**config.mk**
```make
export PLATFORM = sky130hd
export DESIGN_NAME = ifetch_unit_flat
export DESIGN_NICKNAME = d
export VERILOG_FILES = /design/src/rtl/ifetch_unit_pkg.sv /design/src/rtl/ifetch_unit_if.sv /design/src/rtl/ifetch_unit_fetch_fifo.sv /design/src/rtl/ifetch_unit.sv /design/src/flat_wrapper.sv
export SDC_FILE = /design/constraint.sdc
export NUM_CORES = 1
export LEC_CHECK = 0
export ABC_AREA = 0
export CORE_MARGIN = 4
export CORE_UTILIZATION = 43
export DETAILED_ROUTE_END_ITERATION = 10
export PLACE_DENSITY = 0.72
export SYNTH_ARGS = -nofsm -noshare
export SYNTH_HDL_FRONTEND = slang
export SYNTH_SLANG_ARGS = --single-unit
```
**constraint.sdc**
```tcl
create_clock -name clk -period 11.7 [get_ports clk]
set_input_delay 2.34 -clock clk [delete_from_list [all_inputs] [get_ports clk]]
set_output_delay 2.34 -clock clk [all_outputs]
set_load 0.02 [all_outputs]
```
**src/rtl/ifetch_unit_pkg.sv**
```systemverilog
// Shared widths, reset PC and fetch-state encodings for the instruction-fetch stage.
package ifetch_unit_pkg;

   localparam int WORD_LEN  = 32;
   localparam int ADDR_SIZE = 32;
   localparam logic [ADDR_SIZE-1:0] RESET_PC = 32'h8000_0000;

   typedef enum logic {
      RUN   = 1'b0,
      DRAIN = 1'b1
   } fetch_state_t;

endpackage

```
**src/rtl/ifetch_unit_if.sv**
```systemverilog
// Fetch-stage bus: PC register hookup, imem request/response and decode handshake.
interface ifetch_unit_if #(
   parameter int WORD_LEN  = ifetch_unit_pkg::WORD_LEN,
   parameter int ADDR_SIZE = ifetch_unit_pkg::ADDR_SIZE
);
   logic [ADDR_SIZE-1:0] pc_in;
   logic                 pc_en;
   logic                 flush;
   logic                 imem_req_valid;
   logic [ADDR_SIZE-1:0] imem_req_addr;
   logic                 imem_req_ready;
   logic                 imem_rsp_valid;
   logic [WORD_LEN-1:0]  imem_rsp_data;
   logic                 id_valid;
   logic [WORD_LEN-1:0]  id_instr;
   logic [ADDR_SIZE-1:0] id_pc;
   logic                 id_ready;

   modport master (
      input  pc_in, flush, imem_req_ready, imem_rsp_valid, imem_rsp_data, id_ready,
      output pc_en, imem_req_valid, imem_req_addr, id_valid, id_instr, id_pc
   );

   modport slave (
      output pc_in, flush, imem_req_ready, imem_rsp_valid, imem_rsp_data, id_ready,
      input  pc_en, imem_req_valid, imem_req_addr, id_valid, id_instr, id_pc
   );
endinterface

```
**src/rtl/ifetch_unit_fetch_fifo.sv**
```systemverilog
// Circular buffer with push/pop/clear and occupancy count; head reads as zero when empty.
// Latency: a push is visible at the head the cycle after it is written.
// Backpressure: none internally; the caller must never push when full.
module ifetch_unit_fetch_fifo #(
   parameter int DEPTH = 2,
   parameter int WIDTH = 64
) (
   input  logic                   clk,
   input  logic                   reset,
   input  logic                   clear,
   input  logic                   push,
   input  logic [WIDTH-1:0]       push_data,
   input  logic                   pop,
   output logic [WIDTH-1:0]       pop_data,
   output logic [$clog2(DEPTH):0] count
);
   localparam int PW = $clog2(DEPTH);
   localparam int CW = PW + 1;

   logic [WIDTH-1:0] mem [DEPTH];
   logic [PW-1:0]    wr_ptr;
   logic [PW-1:0]    rd_ptr;
   logic             do_pop;

   assign do_pop   = pop && (count != '0);
   assign pop_data = (count != '0) ? mem[rd_ptr] : '0;

   always_ff @(posedge clk) begin
      if (!reset || clear) begin
         wr_ptr <= '0;
         rd_ptr <= '0;
         count  <= '0;
      end else begin
         if (push) begin
            mem[wr_ptr] <= push_data;
            wr_ptr      <= wr_ptr + 1'b1;
         end
         if (do_pop)
            rd_ptr <= rd_ptr + 1'b1;
         count <= count + CW'(push) - CW'(do_pop);
      end
   end
endmodule

```
**src/rtl/ifetch_unit.sv**
```systemverilog
// Instruction fetch: credit-limited imem requests, PC advance, in-order queue to decode.
// Latency: request accepted in cycle N, response in N+1, id_valid in N+2.
// Backpressure: id_ready low fills the queue, which withholds credit and stalls the PC.
module ifetch_unit #(
   parameter int WORD_LEN  = 32,
   parameter int ADDR_SIZE = 32,
   parameter int DEPTH     = 2
) (
   input  logic          clk,
   input  logic          reset,
   ifetch_unit_if.master bus
);
   import ifetch_unit_pkg::*;

   localparam int CW = $clog2(DEPTH) + 1;
   localparam logic [CW:0] DEPTH_C = (CW+1)'(DEPTH);

   typedef struct packed {
      logic [ADDR_SIZE-1:0] pc;
      logic [WORD_LEN-1:0]  instr;
   } fetch_entry_t;

   fetch_state_t         state;
   logic [CW-1:0]        count, outstanding, drop, shadow_count, out_after_rsp;
   logic [CW:0]          in_use;
   logic [ADDR_SIZE-1:0] shadow_pc;
   fetch_entry_t         head, tail;
   logic                 issue_ok, req_fire, rsp_ok, rsp_take, pop;

   assign in_use        = {1'b0, count} + {1'b0, outstanding};
   assign issue_ok      = reset && (state == RUN) && !bus.flush && (in_use < DEPTH_C);
   assign req_fire      = issue_ok && bus.imem_req_ready;
   // A response with nothing outstanding is a protocol violation and is ignored.
   assign rsp_ok        = bus.imem_rsp_valid && (outstanding != '0);
   assign rsp_take      = rsp_ok && (state == RUN) && !bus.flush;
   assign pop           = bus.id_valid && bus.id_ready && !bus.flush;
   assign out_after_rsp = outstanding - CW'(rsp_ok);
   assign tail          = '{pc: shadow_pc, instr: bus.imem_rsp_data};

   assign bus.imem_req_valid = issue_ok;
   assign bus.imem_req_addr  = bus.pc_in;
   assign bus.pc_en          = req_fire || (reset && bus.flush);
   assign bus.id_valid       = (count != '0);
   assign bus.id_instr       = head.instr;
   assign bus.id_pc          = head.pc;

   ifetch_unit_fetch_fifo #(.DEPTH(DEPTH), .WIDTH(ADDR_SIZE)) u_pc_shadow (
      .clk       (clk),
      .reset     (reset),
      .clear     (bus.flush),
      .push      (req_fire),
      .push_data (bus.pc_in),
      .pop       (rsp_ok && (state == RUN)),
      .pop_data  (shadow_pc),
      .count     (shadow_count)
   );

   ifetch_unit_fetch_fifo #(.DEPTH(DEPTH), .WIDTH(ADDR_SIZE + WORD_LEN)) u_fetch_q (
      .clk       (clk),
      .reset     (reset),
      .clear     (bus.flush),
      .push      (rsp_take),
      .push_data (tail),
      .pop       (pop),
      .pop_data  (head),
      .count     (count)
   );

   // After a flush every request still in flight belongs to the old path and is dropped.
   always_ff @(posedge clk) begin
      if (!reset) begin
         state       <= RUN;
         outstanding <= '0;
         drop        <= '0;
      end else begin
         outstanding <= out_after_rsp + CW'(req_fire);
         if (bus.flush) begin
            drop  <= out_after_rsp;
            state <= (out_after_rsp != '0) ? DRAIN : RUN;
         end else if (state == DRAIN && rsp_ok) begin
            drop <= drop - 1'b1;
            if (drop == CW'(1))
               state <= RUN;
         end
      end
   end

   a_rsp_credit: assert property (@(posedge clk) disable iff (!reset)
      !(bus.imem_rsp_valid && outstanding == '0))
      else $error("imem response with no request outstanding");

   a_shadow_sync: assert property (@(posedge clk) disable iff (!reset)
      (state == RUN) |-> (shadow_count == outstanding))
      else $error("pc shadow queue out of step with outstanding count");
endmodule

```
**src/flat_wrapper.sv**
```systemverilog
// flat-port wrapper written by rule: the top's interface ports become plain ports
module ifetch_unit_flat import ifetch_unit_pkg::*;
#(
   parameter int WORD_LEN  = 32,
   parameter int ADDR_SIZE = 32,
   parameter int DEPTH     = 2
)
  (clk, reset, bus_pc_in, bus_flush, bus_imem_req_ready, bus_imem_rsp_valid, bus_imem_rsp_data, bus_id_ready, bus_pc_en, bus_imem_req_valid, bus_imem_req_addr, bus_id_valid, bus_id_instr, bus_id_pc);
  ifetch_unit_if #(.WORD_LEN(WORD_LEN), .ADDR_SIZE(ADDR_SIZE)) bus_i ();
  input  logic clk;
  input  logic reset;
  input wire logic [$bits(bus_i.pc_in)-1:0] bus_pc_in;
  input wire logic [$bits(bus_i.flush)-1:0] bus_flush;
  input wire logic [$bits(bus_i.imem_req_ready)-1:0] bus_imem_req_ready;
  input wire logic [$bits(bus_i.imem_rsp_valid)-1:0] bus_imem_rsp_valid;
  input wire logic [$bits(bus_i.imem_rsp_data)-1:0] bus_imem_rsp_data;
  input wire logic [$bits(bus_i.id_ready)-1:0] bus_id_ready;
  output wire logic [$bits(bus_i.pc_en)-1:0] bus_pc_en;
  output wire logic [$bits(bus_i.imem_req_valid)-1:0] bus_imem_req_valid;
  output wire logic [$bits(bus_i.imem_req_addr)-1:0] bus_imem_req_addr;
  output wire logic [$bits(bus_i.id_valid)-1:0] bus_id_valid;
  output wire logic [$bits(bus_i.id_instr)-1:0] bus_id_instr;
  output wire logic [$bits(bus_i.id_pc)-1:0] bus_id_pc;
  assign bus_i.pc_in = bus_pc_in;
  assign bus_i.flush = bus_flush;
  assign bus_i.imem_req_ready = bus_imem_req_ready;
  assign bus_i.imem_rsp_valid = bus_imem_rsp_valid;
  assign bus_i.imem_rsp_data = bus_imem_rsp_data;
  assign bus_i.id_ready = bus_id_ready;
  assign bus_pc_en = bus_i.pc_en;
  assign bus_imem_req_valid = bus_i.imem_req_valid;
  assign bus_imem_req_addr = bus_i.imem_req_addr;
  assign bus_id_valid = bus_i.id_valid;
  assign bus_id_instr = bus_i.id_instr;
  assign bus_id_pc = bus_i.id_pc;
  ifetch_unit #(.WORD_LEN(WORD_LEN), .ADDR_SIZE(ADDR_SIZE), .DEPTH(DEPTH)) u_core (.clk(clk), .reset(reset), .bus(bus_i));
endmodule
```
### Word level (Yosys, flattened, before mapping)

Memory sizes are Yosys's and may differ from the RTL's. A register that Yosys moved wholly into a read port is not among the register bits.
Cells that the tools add are included.

| word-level totals | value |
|---|---|
| bits in writable memories | 192 |
| word-level logic and storage cells | 68 |
| register bits | 13 |
| input bits | 70 |
| memories kept | 2 |
| output and inout port bits | 99 |

| operators by class | value |
|---|---|
| $lt $le $gt $ge | 1 |
| $add $sub $neg | 12 |
| bitwise operators | 1 |
| mux-type cells | 18 |
| equality and inequality tests | 1 |
| reduce and logical (&&, ||, !) cells | 24 |

Memory list:

| memory | words | bits a word | rd ports | clocked after Yosys merged registers in | write ports | line | RTL |
|---|---|---|---|---|---|---|---|
| u_core.u_fetch_q.mem | 2 | 64 | 1 | 1 | 1 | ifetch_unit_fetch_fifo.sv:20 | `logic [WIDTH-1:0] mem [DEPTH];` |
| u_core.u_pc_shadow.mem | 2 | 32 | 1 | 1 | 1 | ifetch_unit_fetch_fifo.sv:20 |  |

Operator list:

| cell | count |
|---|---|
| 64-bit two-way mux | 1 |
| 32-bit two-way mux | 1 |
| 1-bit two-way mux | 14 |
| 1-bit logical AND | 13 |
| 2-bit nonzero test | 6 |
| 2-bit by 1-bit adder with 2-bit output | 3 |
| 2-bit by 1-bit subtractor with 2-bit output | 3 |
| 1-bit adder, second input constant | 4 |
| 2-bit two-way mux | 2 |
| 2-bit by 2-bit adder with 3-bit output | 1 |
| 3-bit by 2-bit < comparator with 1-bit output, second input constant | 1 |
| 2-bit by 1-bit == test with 1-bit output, second input constant | 1 |
| 1-bit logical NOT | 2 |
| 1-bit logical OR | 2 |
| 2-bit AND reduction | 1 |
| 2-bit by 1-bit subtractor with 2-bit output, second input constant | 1 |
| 1-bit NOT | 1 |

### Depth between registers and ports, before layout

Gate-level depths: netlist of the first run.

| logic depth | value |
|---|---|
| depth after elaboration | 8 |
| depth in mapped cells | 10 |
| depth with buffers taken out | 10 |

### Hierarchy

From an unflattened synthesis of the first run, not the netlist that was laid out.

| second synthesis, totals | value |
|---|---|
| cell total of the unflattened synthesis | 524 |
| area, all modules | 8,413.1 µm² |

By module, submodules not included:

| module | cells an instance | area each (µm²) | sequential area each (µm²) | instances |
|---|---|---|---|---|
| ifetch_unit_fetch_fifo at u_core.u_fetch_q | 293 | 5,143.7 | 3,943.8 | 1 |
| ifetch_unit_fetch_fifo at u_core.u_pc_shadow | 159 | 2,668.8 | 2,021.9 | 1 |
| ifetch_unit | 72 | 600.6 | 100.1 | 1 |

### Worst setup path after synthesis of the first run

OpenSTA, ideal clock, no wires.

| timing | value |
|---|---|
| path type | in2reg |
| start point | in bus_flush |
| end point | mem u_core.u_fetch_q.mem[1][0], enable pin |
| arrival time | 8,626 ps |
| library setup time | 644 ps |
| required time | 11,056 ps |
| slack | 2,430 ps |
| cell stages on the path | 3 |
| buffers on the path | 0 |
| path through | inv_1 -> nand2_1 -> nor4_1 |

| on the way | value |
|---|---|
| longest elaborated chain between the ends | 5 |
| elaborated cells on any way between the ends | 6 |
| those cells by class | mux: 3; reduce/logical: 3 |

RTL lines:

| item | line | RTL |
|---|---|---|
| start: declaration | flat_wrapper.sv:13 | `input wire logic [$bits(bus_i.flush)-1:0] bus_flush;` |
| 1-bit logical NOT | ifetch_unit.sv:35 | `assign rsp_take = rsp_ok && (state == RUN) && !bus.flush;` |
| 1-bit logical AND | ifetch_unit.sv:35 |  |
| 1-bit two-way mux | ifetch_unit_fetch_fifo.sv:34 | `if (push) begin` |
| 1-bit two-way mux * | ifetch_unit_fetch_fifo.sv:29 | `if (!reset \|\| clear) begin` |
| 1-bit two-way mux (implied by the code) * | ifetch_unit_fetch_fifo.sv:35 | `mem[wr_ptr] <= push_data;` |
| end: declaration | ifetch_unit_fetch_fifo.sv:20 |  |

Mark *: on every way between the ends. The rest lies on a longest branch, timed or not.

### Worst setup path in the final report of the first run

| timing | value |
|---|---|
| start point | in reset |
| end point | out bus_pc_en |

| on the way | value |
|---|---|
| longest elaborated chain between the ends | 5 |
| elaborated cells on any way between the ends | 6 |
| those cells by class | reduce/logical: 6 |

RTL lines:

| item | line | RTL |
|---|---|---|
| start: declaration | flat_wrapper.sv:11 | `input logic reset;` |
| 1-bit logical AND (3 in a row) | ifetch_unit.sv:31 | `assign issue_ok = reset && (state == RUN) && !bus.flush && (in_use < DEPTH_C);` |
| 1-bit logical AND | ifetch_unit.sv:32 | `assign req_fire = issue_ok && bus.imem_req_ready;` |
| 1-bit logical OR * | ifetch_unit.sv:42 | `assign bus.pc_en = req_fire \|\| (reset && bus.flush);` |
| end: declaration | flat_wrapper.sv:18 | `output wire logic [$bits(bus_i.pc_en)-1:0] bus_pc_en;` |

Marks and branches as above.

==> results of run 1 <==
## routing by layer
metal	track usage (%)	vias up	part of all wire (%)
met5	0	-	0
met1	17.3	2157	43
met3	2.71	13	5.4
li1	-	2162	-
met4	3.25	0	1.1
met2	24.6	136	50
## worst max-delay path: stages
cell and delay, ns:
clkdlybuf4s50_1 0.60, and2b_2 0.25, nand3_2 0.20, nand2_1 0.11
clkdlybuf4s50_1 0.60
## flip-flops by register name, summed over array words and instances, names as in the netlist, named ones only
signal / cells
u_core.u_pc_shadow.mem: 64
u_core.u_pc_shadow.rd_ptr: 1
u_core.u_pc_shadow.count: 2
u_core.u_fetch_q.count: 2
u_core.u_pc_shadow.wr_ptr: 1
u_core.state: 1
u_core.drop: 2
u_core.u_fetch_q.wr_ptr: 1
u_core.u_fetch_q.mem: 128
u_core.u_fetch_q.rd_ptr: 1
u_core.outstanding: 2
## cell type report
class / instances / area share, %
multi-input cells: 255 / 17.1
flip-flops and latches: 207 / 56.9
well taps: 260 / 3.05
clock inverters: 14 / 0.833
clock buffers: 25 / 5.47
repair buffers: 174 / 16.2
inverters: 11 / 0.387
## kinds of logic (layout without fill, tap and decap cells)
family,count (synthesis),in the layout
AOI/OAI and AO/OA,10,10
xor gates and xnor gates,6,6
buffers and inverters,65,224
adders and majority gates,8,8
DFF,207,207
and+or+nand+nor,131,131
muxes,100,100
## cell usage after synthesis, types with 2 or more instances
cell type / count
nand2_1: 7
ha_1: 7
o21ai_0: 3
buf_2: 11
buf_4: 41
dfxtp_1: 15
nor3_1: 2
nor3_2: 2
mux2i_1: 99
a21oi_1: 3
xnor2_1: 2
nor4_1: 2
edfxtp_1: 192
and2_1: 8
inv_1: 11
nor2_1: 105
xor2_1: 4
## worst min path at each step
stage,startpoint,end,slack (ns),cells after the start
2_1_floorplan,u_core.u_pc_shadow.wr_ptr,u_core.u_pc_shadow.wr_ptr,0.45,1
3_3_place_gp,u_core.u_pc_shadow.rd_ptr,u_core.u_pc_shadow.rd_ptr,0.47,2
3_5_place_dp,u_core.u_pc_shadow.rd_ptr,flop,0.47,2
4_1_cts,u_core.u_pc_shadow.rd_ptr,flop,0.48,2
5_1_grt,u_core.u_pc_shadow.rd_ptr,flop,0.53,2
6_report,u_core.u_pc_shadow.rd_ptr,flop,0.48,2
## where the power goes
part	internal, mW	switching [mW]	leakage (nW)	total, mW
sequential	0.848	0.0208	1.89	0.869
combinational	0.0861	0.105	1.25	0.191
clock	0.377	0.257	0.322	0.634
## through the flow
stage / util, % / instance area [sq um] / power (mW) / std cells
after floorplan: - / 8270 / 0.998 / 527
after global placement: 53.0 / 9990 / 1.07 / 907
after detailed placement: 53.0 / 9990 / 1.08 / 907
after CTS: 56.6 / 10700 / 1.72 / 946
after global routing: 56.6 / 10700 / 1.77 / 946
final: 56.6 / 10700 / 1.69 / 946
==> key figures, run 1 <==
Outcome
  • Outcome: finished, final reports clean

Synthesis
  • Syn Nets: 605
  • XOR/XNOR Fraction of Synth Area: 0.635%
  • #FFs+latches synth: 207
  • Synth async-reset ratio: 0%
  • Predominant post-synthesis flop cell: edfxtp_1
  • Yosys top cell area share: 69.7%
  • Synth unique cells: 30
  • Top cells by area, synth: edfxtp_1 70%, mux2i_1 12%, nor2_1 4.8%
  • Cell taking the most area after synthesis: edfxtp_1
  • Largest family of logic cells by synthesized area: multiplexers
  • Ys Warns: 0
  • Post-Synth Simple-Gate Area: 6.67%
  • Share of the yosys chip area belonging to registers: between 70 and 80%
  • Mean post-synth cell area: ~16 sq um
  • Compound-Gate Fraction of Synth Area: less than 1%
  • EDFF count, synth: roughly 190
  • Post-synthesis cell area: 8270 sq um
  • Adder-Cell Fraction of Synth Area: 1.30%
  • Syn Inst Count: between 500 and 600
  • Mux contribution to synthesized area: between 10% and 20%

Job
  • Max Cap Viol: 0

Setup path
  • Data arrival time of the worst path: 4.11 ns
  • Worst r2r dst: u_core.u_pc_shadow.mem[0][6]
  • Crit. Startpoint: reset
  • Critical path class: input pin to primary output
  • Critical Path Start Type: input pin
  • Required time of the worst setup path: 9.36 ns
  • Origin of the critical flop-to-flop path: u_core.u_fetch_q.count[0]
  • Critical Path End Type: primary output
  • Max FO, Critical Path: 8
  • Reg2reg path depth: 5
  • Crit path capture: bus_pc_en
  • R2R Setup Slk: 9.00 ns

Cells and area
  • Final net count: 749
  • Most common cell after layout, fill and taps aside: edfxtp_1
  • Area of the multi-input gates: 1820 sq um
  • Most frequent cells in the layout: 192 x edfxtp_1, 168 x clkdlybuf4s50_1, 101 x nor2_1, 99 x mux2i_1, 23 x clkbuf_16
  • Layout area overhead: 28.9%
  • Fillers: 1465
  • Sequential Area: 6070 sq um
  • Share of layout cells above drive strength 1: 7.29%
  • Antenna cells: 0

Floorplanning
  • Die area: 21500 sq um
  • Die X: 147 microns
  • Die Y: 147 microns
  • CORE AREA: 18800 sq um
  • Starting Density: 43.9%
  • I/O pin total: between 150 and 200
  • Site row count: 50

Global routing
  • Pin count of the biggest net entering global routing: 66
  • First-pass GRT wire length: 24200 microns
  • Initial antenna violation count: 0
  • Tot GR Track Use: 13.8%
  • Grt total ovfl: 0
  • Vias in the first global route: approximately 4700

Pwr
  • PwrDens: roughly 160 nW/um^2
  • Leakage: between 3 and 4 nW
  • Worst-case vdd ir drop: 0.119 mV

Timing
  • Final hold violation count: 0
  • RSZ-0062 raised after global routing: false
  • Tcrit/Tclk final: between 50 and 60%
  • Post-route setup slack: 5.25 ns
  • WHS: between 0.4 and 0.5 ns
  • Fin Setup TNS: 0 ns
  • Worst clock skew: 0.0105 ns
  • Slew Limit Fails: 0
  • Relative slew slack: 24.2%
  • Setup violators final: 0
  • Fin crit period: 6.45 ns
  • Worst Tran Pin Value: 1.14 ns
  • F_max: ~160 MHz

Place
  • HPWL after DPL: ~9700 microns
  • IO Port Bufs: 168
  • RD Place Congestion: 0.783
  • Place WS: 5.26 ns

Clock tree
  • Root Driver: clkbuf_16
  • Clock slew seen by the registers of the worst setup and hold paths: 0.06 ns
  • CTS max path bufs: 3
  • CTS tree: done
  • Clock latency on the worst-skew pair: 0.48 ns
  • CTS resizes: 0
  • Post-CTS Setup Inserts: 0
  • CTS Buf Count: 22
  • Sink Count: 207
  • Hold-fix buffers at CTS: 0
  • H-Tree Depth: 1

Drt
  • DR vias/cell: 4.72
  • DR vias: 4468
  • Detailed-route wire length per cell: 16.1 microns
  • Routed wire length: between 15000 and 20000 microns
  • Antenna viol nets, final: 0
  • DRT iter0 DRCs: 201
  • First-pass DRT Iterations: 4
  • DRC violations left: 0

Worst hold path
  • Hold Path Class: flop to flop
No activity file was read; power rests on OpenSTA's default activity.
==> run 2, diff against run 1 <==
==> constraint.sdc (replaced) <==
create_clock -name clk -period 6.3 [get_ports clk]
set_input_delay 1.26 -clock clk [delete_from_list [all_inputs] [get_ports clk]]
set_output_delay 1.26 -clock clk [all_outputs]
set_load 0.02 [all_outputs]
==> key figures, run 2 (same netlist as run 1, synthesis figures left out) <==
Outcome
  • Outcome: finished, final reports clean

Clock tree
  • Clock slew seen by the registers of the worst setup and hold paths: 0.06 ns
  • Clock latency on the worst-skew pair: 0.49 ns
  • CTS tree: done
  • Root Driver: clkbuf_16
  • H-Tree Depth: 1
  • CTS Buf Count: 21
  • Hold-fix buffers at CTS: 0
  • Sink Count: 207
  • Post-CTS Setup Inserts: 0
  • CTS resizes: 0
  • CTS max path bufs: 3

Drt
  • DRC violations left: 0
  • Antenna viol nets, final: 0
  • First-pass DRT Iterations: 6
  • DR vias: 4445
  • DRT iter0 DRCs: approximately 160
  • Routed wire length: approximately 15000 microns
  • DR vias/cell: 4.72
  • Detailed-route wire length per cell: 16.2 microns

Setup path
  • Max FO, Critical Path: 8
  • Required time of the worst setup path: 5.04 ns
  • Crit path capture: bus_pc_en
  • Worst r2r dst: u_core.u_pc_shadow.mem[0][1]
  • R2R Setup Slk: 3.60 ns
  • Critical Path End Type: primary output
  • Origin of the critical flop-to-flop path: u_core.u_fetch_q.count[0]
  • Data arrival time of the worst path: 3.03 ns
  • Reg2reg path depth: 5
  • Critical path class: input pin to primary output
  • Crit. Startpoint: reset
  • Critical Path Start Type: input pin

Place
  • HPWL after DPL: 9770 microns
  • RD Place Congestion: 0.783
  • DP Area: 9990 sq um
  • Place WS: 2.02 ns
  • Placed cells: 907
  • IO Port Bufs: around 170

Global routing
  • Tot GR Track Use: 13.6%
  • Grt total ovfl: 0
  • Initial antenna violation count: 0
  • Vias in the first global route: roughly 4700
  • Pin count of the biggest net entering global routing: 66
  • First-pass GRT wire length: approximately 24000 microns

Timing
  • Relative slew slack: 25.7%
  • Worst clock skew: roughly 0.0073 ns
  • Setup violators final: 0
  • WHS: 0.477 ns
  • Tcrit/Tclk final: 68.1%
  • Fin crit period: 4.29 ns
  • Post-route setup slack: 2.01 ns
  • F_max: 233 MHz
  • RSZ-0062 raised after global routing: false
  • Final hold violation count: 0
  • Worst Tran Pin Value: around 1.1 ns
  • Fin Setup TNS: 0 ns
  • Slew Limit Fails: 0

Floorplanning
  • Starting Density: 43.9%
  • Die Y: 147 microns
  • Die X: approximately 150 microns
  • Site row count: 50
  • CORE AREA: 18800 sq um
  • Die area: 21500 sq um
  • I/O pin total: 169

Cells and area
  • Most frequent cells in the layout: 192 x edfxtp_1, 168 x clkdlybuf4s50_1, 101 x nor2_1, 99 x mux2i_1, 21 x clkbuf_16
  • Final core utilization: 56.3%
  • Most flop-heavy register: u_core.u_fetch_q.mem
  • Max reg flops: around 130
  • Most common cell after layout, fill and taps aside: edfxtp_1
  • Share of layout cells above drive strength 1: 7.05%
  • Antenna cells: 0
  • Post-Layout Cell Count: between 900 and 1000
  • Layout area overhead: 28.2%
  • Final net count: 748
  • Cell area after layout: about 11000 sq um
  • Top Registers: u_core.u_fetch_q.mem: 128 flops, u_core.u_pc_shadow.mem: 64 flops

Worst hold path
  • Hold Path Class: flop to flop

Pwr
  • Net switching fraction of the power: 22.7%
  • Internal power: approximately 2.4 mW
  • Combinational share of power: 11.5%
  • Flop pwr share: a little over half
  • Sw Pwr: 0.701 mW
  • PwrDens: between 200 and 300 nW/um^2
  • Leakage: 3.43 nW
  • Total power: 3.09 mW
  • Worst-case vdd ir drop: 0.199 mV
  • Clk pwr share: 36.3%

Job
  • Max Cap Viol: 0
run 2: how the worst min path moves through the flow:
stage | from | endpoint | slack (ns) | depth (start not counted)
after floorplan | u_core.u_pc_shadow.wr_ptr | u_core.u_pc_shadow.wr_ptr | 0.45 | 1
after global placement | u_core.u_pc_shadow.rd_ptr | u_core.u_pc_shadow.rd_ptr | 0.47 | 2
after detailed placement | u_core.u_pc_shadow.rd_ptr | flop | 0.47 | 2
after CTS | u_core.u_pc_shadow.rd_ptr | flop | 0.48 | 2
after global routing | u_core.u_pc_shadow.rd_ptr | flop | 0.53 | 2
final | u_core.u_pc_shadow.rd_ptr | flop | 0.48 | 2
run 2: final cells by class:
cell class,count,area (sq um)
Fill cell,1509,8230
Sequential cell,207,6070
Multi-Input combinational cell,255,1820
Timing Repair Buffer,174,1730
Clock buffer,26,544
Tap cell,260,325
Clock inverter,8,68.8
Inverter,11,41.3
run 2: critical path, cell delays in order:
cell and delay, ns:
clkdlybuf4s50_1 0.59, and2b_2 0.25, nand3_2 0.21, nand2_1 0.11
clkdlybuf4s50_1 0.60
run 2: power groups by stage:
stage / registers, mW / logic (mW) / clock network (mW)
2_1_floorplan: 1.63 / 0.219 / 0
3_3_place_gp: 1.64 / 0.347 / 0
3_5_place_dp: 1.64 / 0.357 / 0
4_1_cts: 1.61 / 0.359 / 1.15
5_1_grt: 1.62 / 0.387 / 1.21
6_report: 1.61 / 0.353 / 1.12
run 2: routing by layer:
metal  share of wire [%]  up-vias  routed length [microns]  track usage, %
met2                  49      137                     7510            23.9
met3                 6.1       21                      928            3.15
met1                  43     2131                     6480            17.0
met5                   0        -                        0               0
met4                 2.0        0                      310            3.90
li1                    -     2156                        -               -
==> run 3, diff against run 2 <==
--- a/config.mk
+++ b/config.mk
@@ -9,7 +9,7 @@
 export CORE_MARGIN = 4
 export CORE_UTILIZATION = 43
 export DETAILED_ROUTE_END_ITERATION = 10
-export PLACE_DENSITY = 0.72
+export PLACE_DENSITY = 0.74
 export SYNTH_ARGS = -nofsm -noshare
 export SYNTH_HDL_FRONTEND = slang
 export SYNTH_SLANG_ARGS = --single-unit
==> constraint.sdc (replaced) <==
create_clock -name clk -period 3.77 [get_ports clk]
set_input_delay 0.754 -clock clk [delete_from_list [all_inputs] [get_ports clk]]
set_output_delay 0.754 -clock clk [all_outputs]
set_load 0.02 [all_outputs]
==> key figures, run 3 (same netlist as run 1, synthesis figures left out) <==
Outcome
  • Outcome: finished, final reports clean

Cells and area
  • Max reg flops: 128
  • Fillers: 1483
  • Area of the multi-input gates: between 1500 and 2000 sq um
  • Top Registers: u_core.u_fetch_q.mem: 128 flops, u_core.u_pc_shadow.mem: 64 flops
  • Cell area after layout: 10700 sq um
  • Share of layout cells above drive strength 1: 8.15%
  • Most common cell after layout, fill and taps aside: edfxtp_1
  • Post-Layout Cell Count: approximately 950
  • Final net count: 752
  • Sequential Area: 6070 sq um
  • Layout area overhead: 29.6%
  • Most frequent cells in the layout: 192 x edfxtp_1, 168 x clkdlybuf4s50_1, 101 x nor2_1, 99 x mux2i_1, 24 x clkbuf_16
  • Final core utilization: 56.9%
  • Antenna cells: 0
  • Most flop-heavy register: u_core.u_fetch_q.mem

Setup path
  • Data arrival time of the worst path: roughly 2.7 ns
  • Required time of the worst setup path: about 3.0 ns
  • Max FO, Critical Path: 6
  • Critical Path Start Type: flop
  • Critical path class: flop to primary output
  • Critical Path End Type: primary output

Global routing
  • First-pass GRT wire length: 25100 microns
  • Initial antenna violation count: 0
  • Tot GR Track Use: 14.3%
  • Grt total ovfl: 0
  • Pin count of the biggest net entering global routing: 45
  • Vias in the first global route: ~5000

Pwr
  • PwrDens: 490 nW/um^2
  • Worst-case vdd ir drop: 0.347 mV
  • Leakage: 3.49 nW

Clock tree
  • Hold-fix buffers at CTS: 0
  • Clock slew seen by the registers of the worst setup and hold paths: 0.06 ns
  • H-Tree Depth: 1
  • CTS Buf Count: 21
  • CTS max path bufs: 3
  • Clock latency on the worst-skew pair: 0.49 ns
  • Root Driver: clkbuf_16
  • Sink Count: 207
  • Post-CTS Setup Inserts: 0
  • CTS resizes: 0
  • CTS tree: done

Drt
  • DR vias/cell: 4.83
  • Routed wire length: 15500 microns
  • Antenna viol nets, final: 0
  • DR vias: roughly 4600
  • DRT iter0 DRCs: 173
  • First-pass DRT Iterations: 4
  • DRC violations left: 0
  • Detailed-route wire length per cell: 16.3 microns

Floorplanning
  • Starting Density: 43.9%
  • Die X: 147 microns
  • Site row count: 50
  • I/O pin total: 169
  • CORE AREA: 18800 sq um
  • Die Y: 147 microns
  • Die area: about 22000 sq um

Timing
  • RSZ-0062 raised after global routing: false
  • Worst Tran Pin Value: 1.02 ns
  • Slew Limit Fails: 0
  • F_max: 292 MHz
  • Setup violators final: 0
  • Post-route setup slack: approximately 0.35 ns
  • Relative slew slack: 31.7%
  • Final hold violation count: 0
  • Tcrit/Tclk final: 90.7%
  • WHS: 0.482 ns
  • Fin crit period: roughly 3.4 ns
  • Worst clock skew: between 0.01 and 0.015 ns

Place
  • Place WS: 0.482 ns
  • RD Place Congestion: 0.796
  • Placed cells: 911
  • DP Area: 10100 sq um
  • IO Port Bufs: about 170
  • HPWL after DPL: 10100 microns

Job
  • Max Cap Viol: 0

Worst hold path
  • Hold Path Class: flop to flop
## run 3: worst max-delay path, cell delays in order, from the launching register on
cell	delay, ns
dfxtp_1	0.42
and2_1	0.19
fa_1	0.43
nor3_2	0.20
nand3_2	0.22
nand2_1	0.11
clkdlybuf4s50_1	0.60
## run 3: area by class of cell
cell class,instances,share of cell area [%]
tap,260,3.03
timing repair buffer,178,16.6
clock buffer,29,5.78
clock inverter,7,0.373
inverter,11,0.385
multi-input combinational,255,17.2
sequential,207,56.6
## run 3: path summary, 6_finish.rpt
path | startpoint | to | slack (ns) | cells past startpoint
worst max register to register | u_core.u_fetch_q.count[0] | u_core.u_pc_shadow.count[1] | 1.26 | 10
worst max-delay path | u_core.u_fetch_q.count[0] | bus_pc_en | 0.35 | 6
worst min-delay path | u_core.u_pc_shadow.rd_ptr | flop | 0.48 | 2
worst min register to register | u_core.u_pc_shadow.rd_ptr | flop | 0.48 | 2
## run 3: metrics by stage
step | setup TNS [ns] | power (mW)
global placement | 0 | 3.33
detailed placement | 0 | 3.35
floorplan | -156.51 | 3.09
finish | 0 | 5.26
global route | 0 | 5.48
CTS | 0 | 5.33
## run 3: layer usage
layer	routed length [microns]	global-route usage, %	share of wire [%]	vias to the layer above
li1	-	-	-	2179
met1	6430	17.4	42	2224
met2	7780	25.6	50	138
met3	890	3.05	5.8	29
met4	369	4.09	2.4	0
met5	0	0	0	-
## run 3: power by group
| part | internal, mW | leakage, nW | switching [mW] |
|---|---|---|---|
| Clock | 1.15 | 0.324 | 0.808 |
| Sequential | 2.63 | 1.89 | 0.0674 |
| Combinational | 0.272 | 1.28 | 0.325 |
